[src/rtl/systolic_feed_sequencer.sv]
// Feed sequencer for the systolic array. It streams K operand vectors from
// DPRAM ports A/B into the left/top double buffers, swaps the buffers and
// drives the shift/accumulate enables, then flushes the array pipeline.
module systolic_feed_sequencer #(
  parameter int DATA_WIDTH    = 8,
  parameter int MATRIX_SIZE   = 8,
  parameter int ADDR_WIDTH    = $clog2(MATRIX_SIZE),
  parameter int DP_ADDR_WIDTH = 10,
  parameter int K_WIDTH       = 8
) (
  input  logic                     clk,
  input  logic                     rst_n,
  input  logic                     start,
  input  logic                     abort,
  input  logic [DP_ADDR_WIDTH-1:0] base_a,
  input  logic [DP_ADDR_WIDTH-1:0] base_b,
  input  logic [K_WIDTH-1:0]       k_len,
  output logic                     busy,
  output logic                     done,
  output logic [DP_ADDR_WIDTH-1:0] addr_a,
  output logic [DP_ADDR_WIDTH-1:0] addr_b,
  input  logic [DATA_WIDTH-1:0]    dout_a,
  input  logic [DATA_WIDTH-1:0]    dout_b,
  output logic                     load_en_left,
  output logic                     load_en_top,
  output logic [ADDR_WIDTH-1:0]    addr_left,
  output logic [ADDR_WIDTH-1:0]    addr_top,
  output logic [DATA_WIDTH-1:0]    data_in_left,
  output logic [DATA_WIDTH-1:0]    data_in_top,
  output logic                     swap_buffers_left,
  output logic                     swap_buffers_top,
  output logic                     shift_en_right,
  output logic                     shift_en_down,
  output logic                     acc_en,
  output logic                     acc_rst
);

  // Phase counter must reach 2M-3 (last FLUSH cycle).
  localparam int CW = $clog2(2 * MATRIX_SIZE);
  localparam logic [CW-1:0] LOAD_LAST  = CW'(MATRIX_SIZE - 1);
  localparam logic [CW-1:0] FLUSH_LAST = CW'(2 * MATRIX_SIZE - 3);
  localparam logic [DP_ADDR_WIDTH-1:0] M_STEP = DP_ADDR_WIDTH'(MATRIX_SIZE);

  typedef enum logic [2:0] {
    S_IDLE, S_CLEAR, S_LOAD, S_DRAIN, S_SWAP, S_SHIFT, S_FLUSH, S_DONE
  } state_t;

  state_t                   state_q, state_d;
  logic [CW-1:0]            cnt_q, cnt_d;
  logic [K_WIDTH-1:0]       k_q, k_d, klen_q, klen_d;
  logic [DP_ADDR_WIDTH-1:0] off_q, off_d;
  logic [DP_ADDR_WIDTH-1:0] base_a_q, base_a_d, base_b_q, base_b_d;
  logic [K_WIDTH:0]         k_inc;

  // Registered outputs, computed from the next state so they line up with it.
  logic                     busy_q, busy_d, done_q, done_d;
  logic                     acc_rst_q, acc_rst_d, swap_q, swap_d, run_q, run_d;
  logic                     load_q, load_d;
  logic [ADDR_WIDTH-1:0]    idx_q, idx_d;
  logic [DP_ADDR_WIDTH-1:0] addr_a_q, addr_a_d, addr_b_q, addr_b_d;

  assign k_inc = {1'b0, k_q} + 1'b1;

  // Next-state and counter update for the matmul sequence.
  always_comb begin
    state_d  = state_q;
    cnt_d    = cnt_q;
    k_d      = k_q;
    klen_d   = klen_q;
    off_d    = off_q;
    base_a_d = base_a_q;
    base_b_d = base_b_q;
    case (state_q)
      S_IDLE: begin
        if (start && !abort) begin
          if (k_len == '0) begin
            state_d = S_DONE;
          end else begin
            state_d  = S_CLEAR;
            base_a_d = base_a;
            base_b_d = base_b;
            klen_d   = k_len;
            k_d      = '0;
            off_d    = '0;
          end
        end
      end
      S_CLEAR: begin
        state_d = S_LOAD;
        cnt_d   = '0;
      end
      S_LOAD: begin
        if (cnt_q == LOAD_LAST) begin
          state_d = S_DRAIN;
          cnt_d   = '0;
        end else begin
          cnt_d = cnt_q + 1'b1;
        end
      end
      S_DRAIN: state_d = S_SWAP;
      S_SWAP: begin
        state_d = S_SHIFT;
        cnt_d   = '0;
      end
      S_SHIFT: begin
        if (cnt_q == LOAD_LAST) begin
          cnt_d   = '0;
          k_d     = k_inc[K_WIDTH-1:0];
          off_d   = off_q + M_STEP;
          state_d = (k_inc < {1'b0, klen_q}) ? S_LOAD : S_FLUSH;
        end else begin
          cnt_d = cnt_q + 1'b1;
        end
      end
      S_FLUSH: begin
        if (cnt_q == FLUSH_LAST) begin
          state_d = S_DONE;
          cnt_d   = '0;
        end else begin
          cnt_d = cnt_q + 1'b1;
        end
      end
      S_DONE:  state_d = S_IDLE;
      default: state_d = S_IDLE;
    endcase
    // Abort cancels any busy state; IDLE and DONE are unaffected.
    if (abort && (state_q != S_IDLE) && (state_q != S_DONE)) begin
      state_d = S_IDLE;
    end
  end

  // Output decode; buffer writes trail the LOAD read by one cycle.
  always_comb begin
    busy_d    = (state_d != S_IDLE) && (state_d != S_DONE);
    done_d    = (state_d == S_DONE);
    acc_rst_d = (state_d == S_CLEAR);
    swap_d    = (state_d == S_SWAP);
    run_d     = (state_d == S_SHIFT) || (state_d == S_FLUSH);
    addr_a_d  = '0;
    addr_b_d  = '0;
    if (state_d == S_LOAD) begin
      addr_a_d = base_a_q + off_d + DP_ADDR_WIDTH'(cnt_d);
      addr_b_d = base_b_q + off_d + DP_ADDR_WIDTH'(cnt_d);
    end
    load_d = (state_q == S_LOAD) && !abort;
    idx_d  = load_d ? cnt_q[ADDR_WIDTH-1:0] : '0;
  end

  // State, counters and output registers.
  always_ff @(posedge clk or negedge rst_n) begin
    if (!rst_n) begin
      state_q   <= S_IDLE;
      cnt_q     <= '0;
      k_q       <= '0;
      klen_q    <= '0;
      off_q     <= '0;
      base_a_q  <= '0;
      base_b_q  <= '0;
      busy_q    <= 1'b0;
      done_q    <= 1'b0;
      acc_rst_q <= 1'b0;
      swap_q    <= 1'b0;
      run_q     <= 1'b0;
      load_q    <= 1'b0;
      idx_q     <= '0;
      addr_a_q  <= '0;
      addr_b_q  <= '0;
    end else begin
      state_q   <= state_d;
      cnt_q     <= cnt_d;
      k_q       <= k_d;
      klen_q    <= klen_d;
      off_q     <= off_d;
      base_a_q  <= base_a_d;
      base_b_q  <= base_b_d;
      busy_q    <= busy_d;
      done_q    <= done_d;
      acc_rst_q <= acc_rst_d;
      swap_q    <= swap_d;
      run_q     <= run_d;
      load_q    <= load_d;
      idx_q     <= idx_d;
      addr_a_q  <= addr_a_d;
      addr_b_q  <= addr_b_d;
    end
  end

  assign busy              = busy_q;
  assign done              = done_q;
  assign acc_rst           = acc_rst_q;
  assign addr_a            = addr_a_q;
  assign addr_b            = addr_b_q;
  assign load_en_left      = load_q;
  assign load_en_top       = load_q;
  assign addr_left         = idx_q;
  assign addr_top          = idx_q;
  // RAM read data is already registered; pass it straight through while writing.
  assign data_in_left      = load_q ? dout_a : '0;
  assign data_in_top       = load_q ? dout_b : '0;
  assign swap_buffers_left = swap_q;
  assign swap_buffers_top  = swap_q;
  assign shift_en_right    = run_q;
  assign shift_en_down     = run_q;
  assign acc_en            = run_q;

endmodule

[config.mk]
export PLATFORM = sky130hd
export DESIGN_NAME = systolic_feed_sequencer
export DESIGN_NICKNAME = d
export VERILOG_FILES = /design/src/rtl/systolic_feed_sequencer.sv
export SDC_FILE = /design/constraint.sdc
export NUM_CORES = 1
export LEC_CHECK = 0
export BUFFER_PORTS_ARGS = -buffer_cell sky130_fd_sc_hd__buf_2
export CORE_MARGIN = 8
export CORE_UTILIZATION = 30
export DETAILED_ROUTE_END_ITERATION = 10
export SLEW_MARGIN = 0
export SYNTH_ARGS = -nofsm -noshare
export SYNTH_HDL_FRONTEND = slang
export SYNTH_SLANG_ARGS = --single-unit
[constraint.sdc]
create_clock -name clk -period 4 [get_ports clk]
set_input_delay 0.4 -clock clk [delete_from_list [all_inputs] [get_ports clk]]
set_output_delay 0.4 -clock clk [all_outputs]
set_load 0.02 [all_outputs]
==> flow_summary.yaml <==
die:
  core_um2: 15300
  ios: 100
  die_area_um2: 19900
  rows: 45
  die_h_um: 141
  die_width_um: 141
  start_util: 0.308
global_routing:
  antenna_found_initial: 0
  first_global_vias: 3792
  groute.usage.overall: 0.115
  grt_pass1_wl_um: 18300
  grt_overflow: 0
  grt_max_degree: 83
worst_setup_path:
  worstPathArrival_ns: 3.94
  start_kind: "flip-flop"
  cpPeakStageDelay_ns: 0.49
  endpoint_kind: "flip-flop"
  crit_required_ns: 4.20
  cpMaxStageDelayCell: "fa_1"
  r2r_slack_ns: 0.26
  cp_cell_sequence: "inv_1 > ha_1 > nand3_1 > a31o_2 > o21ai_2 > nor2_2 > fa_1 > ha_1 > fa_1 > a21o_1 > a21oi_1 > o21ai_0 > o41ai_2 > xnor2_1 > nor2_1"
  critPathKind: "flip-flop to flip-flop"
  worstPathMaxFanout: 3
cts:
  numClockSinks: 82
  cts_buffers: 9
  insertion_delay_ns: 0.34
  ctsHoldBuffers: 0
  clkTransAtPathRegs_ns: 0.06
  cts_tree: "built"
  clock_path_buffers: 2
  cts-root-buf: "clkbuf_16"
  h-tree-depth: 3
  post_cts.repair.setup_buffers: 0
power:
  leakagePower_nw: 3.01
  intPower_mw: 1.95
  seq_power_share: 0.364
  pwr_density_cell_nw_per_um2: 505
  power.switching_mw: 0.972
  ir_worst_vdd_v: 0.000212
  power_frac_comb: 0.333
  switching_share: 0.332
  clockPowerShare: 0.304
timing:
  fmax_mhz: 267
  tns_ns: 0
  setup_violations: 0
  period_minus_slack_ns: 3.74
  slew_headroom: 0.313
  fin_skew_ns: 0.00734
  period_share: 0.935
  hold_violations: 0
  layout_setup_ws_ns: 0.259
  tightest_slew_ns: 1.03
  finalMaxSlewViolations: 0
synth:
  netlist-cell-type-count: 45
  async_flop_share: 1.00
  ys_warn_count: 0
  yosysTopAreaCell: "dfrtp_1"
  synth_top_area_frac: 0.437
  synth_edf_count: 0
  synthCells: 471
  syn_area_um2: 4690
  synthFlopType: "dfrtp_1"
  synth_seq_cells: 82
  syn-num-nets: 566
  synth-seq-area-share: 0.437
  ys_top_cells_by_area: "dfrtp_1 44%, ha_1 9.9%, o21ai_0 4.5%"
  syn_avg_cell_area_um2: 9.96
layout:
  register_area_um2: 2050
  fillCellCount: 1505
  nets: 669
  antenna_cells: 0
  drive_gt1_frac: 0.275
  post-route-util: 0.380
  syn_to_final_growth_pct: 23.4
  multi_input_area_um2: 2400
place:
  numPortBuffers: 99
  gp_congestion: 0.876
  dp_slack_ns: -0.0491
  dp_hpwl_um: 8580
drt:
  ant_nets: 0
  drcViolationCount: 0
  via_count: 3632
  drtIter0Drc: 183
  drt_pass1_iterations: 4
  viasPerCell: 4.60
  wl_per_cell_um: 13.8
  finalWirelength_um: 10900
run_status:
  status: "completed"
worst_hold_path:
  holdCritPathClass: "input port to async pin"
flow_run:
  drv_cap: 0
==> metrics by stage <==
step / hold slack, ns / power, mW / std cells / instance area (um2)
2_1_floorplan: 0.104 / 1.77 / 471 / 4690
3_3_place_gp: 0.471 / 2.03 / 774 / 5440
3_5_place_dp: 0.467 / 2.06 / 774 / 5440
4_1_cts: 0.261 / 2.97 / 790 / 5760
5_1_grt: 0.281 / 3.16 / 790 / 5790
6_report: 0.251 / 2.92 / 790 / 5790
==> routing by layer <==
metal	vias to the layer above	GRT usage	part of all wire
met5	-	0	0
met4	0	0.0509	0.017
met3	11	0.0368	0.073
met2	92	0.191	0.48
met1	1740	0.135	0.43
li1	1789	-	-
==> sequential cells by signal, summed over array words and instances, names as in the netlist, 4 cells and up <==
name,count
addr_b,10
off_q,10
k_q,8
base_a_q,10
addr_a,10
base_b_q,10
cnt_q,4
klen_q,8
==> worst max-delay path, delay by kind of cell, from the launching register on <==
| family | cells | cell delay, ns |
|---|---|---|
| compound gates | 6 | 1.39 |
| xor+xnor | 1 | 0.16 |
| buf+inv | 1 | 0.11 |
| simple gates | 3 | 0.23 |
| fa+ha+maj | 4 | 1.30 |
| flops | 1 | 0.40 |
==> cell usage in the layout (no fill, tap or decap), types with 2 or more instances in the layout <==
cell       instances
and2_1            23
xnor2_1           13
nand2_1           48
bufinv_16          2
dfrtp_1           82
o21ai_2            2
a211oi_1           2
mux2i_1            2
buf_4             15
nand4b_1           2
and3_1             6
clkbuf_16          9
a211o_1            4
nand3b_1           2
xor2_1            13
nand4_1            2
or4_4              2
o41ai_1            2
mux2_2            16
nor4_1             5
inv_1             37
nor3b_1            2
a21o_1             7
buf_2             98
or2_2              2
o21ai_0           41
ha_1              37
nand3_1           11
o21bai_1           3
fa_1              10
nor3_1             7
nor2_1            43
a21oi_1            9
o41ai_2            2
==> cells in the mapped netlist, types with 2 or more instances <==
cell / count
dfrtp_1: 82
nand2_1: 48
nor2_1: 44
o21ai_0: 42
ha_1: 37
inv_1: 37
and2_1: 23
mux2_2: 16
xnor2_1: 13
xor2_1: 13
nand3_1: 11
fa_1: 10
a21oi_1: 9
clkbuf_1: 9
a21o_1: 7
buf_4: 7
nor3_1: 7
and3_1: 6
nor4_1: 5
a211o_1: 4
buf_2: 4
o41ai_1: 4
o21bai_1: 3
a211oi_1: 2
mux2i_1: 2
nand3b_1: 2
nand4_1: 2
nand4b_1: 2
nor3b_1: 2
or2_2: 2
or4_4: 2
==> power by group through the flow <==
stage	combinational, mW	clock, mW	sequential, mW
detailed placement	0.975	0	1.08
floorplan	0.703	0	1.07
global route	1.12	0.950	1.09
global placement	0.949	0	1.08
finish	0.972	0.889	1.06
CTS	0.984	0.922	1.07
==> path summary, 6_finish.rpt <==
path,endpoint,cells after the start,from
max in group asynchronous,addr_b[3],1,rst_n
min in group clk,base_a_q[2],3,base_a[2]
worst min-delay path,acc_en,1,rst_n
worst min register to register,off_q[2],1,off_q[2]
worst max-delay path,addr_b[9],15,cnt_q[1]
worst max register to register,addr_b[9],15,cnt_q[1]
==> logic make-up (layout without fill, tap and decap cells) <==
kind of cell,count (synthesis),after routing,synth area share
simple gates,159,159,0.166
flops,82,82,0.437
compound gates,79,79,0.107
buf+inv,60,168,0.0565
fa+ha+maj,47,47,0.141
xor+xnor,26,26,0.0485
mux,18,18,0.0427
==> area by class of cell <==
| class | instances | area share |
|---|---|---|
| tap | 211 | 0.0456 |
| multi-input combinational | 329 | 0.414 |
| clock buffer | 10 | 0.0395 |
| sequential | 82 | 0.354 |
| inverter | 38 | 0.0246 |
| clock inverter | 6 | 0.0156 |
| timing repair buffer | 114 | 0.107 |
==> what timing repair did <==
| item | 4_1_cts | 5_1_grt |
|---|---|---|
| pin swaps | 0 | 2 |
| gates resized for setup | 1 | 7 |
| endpoints found under the setup margin | 1 | 5 |
No activity file was read; power rests on OpenSTA's default activity.
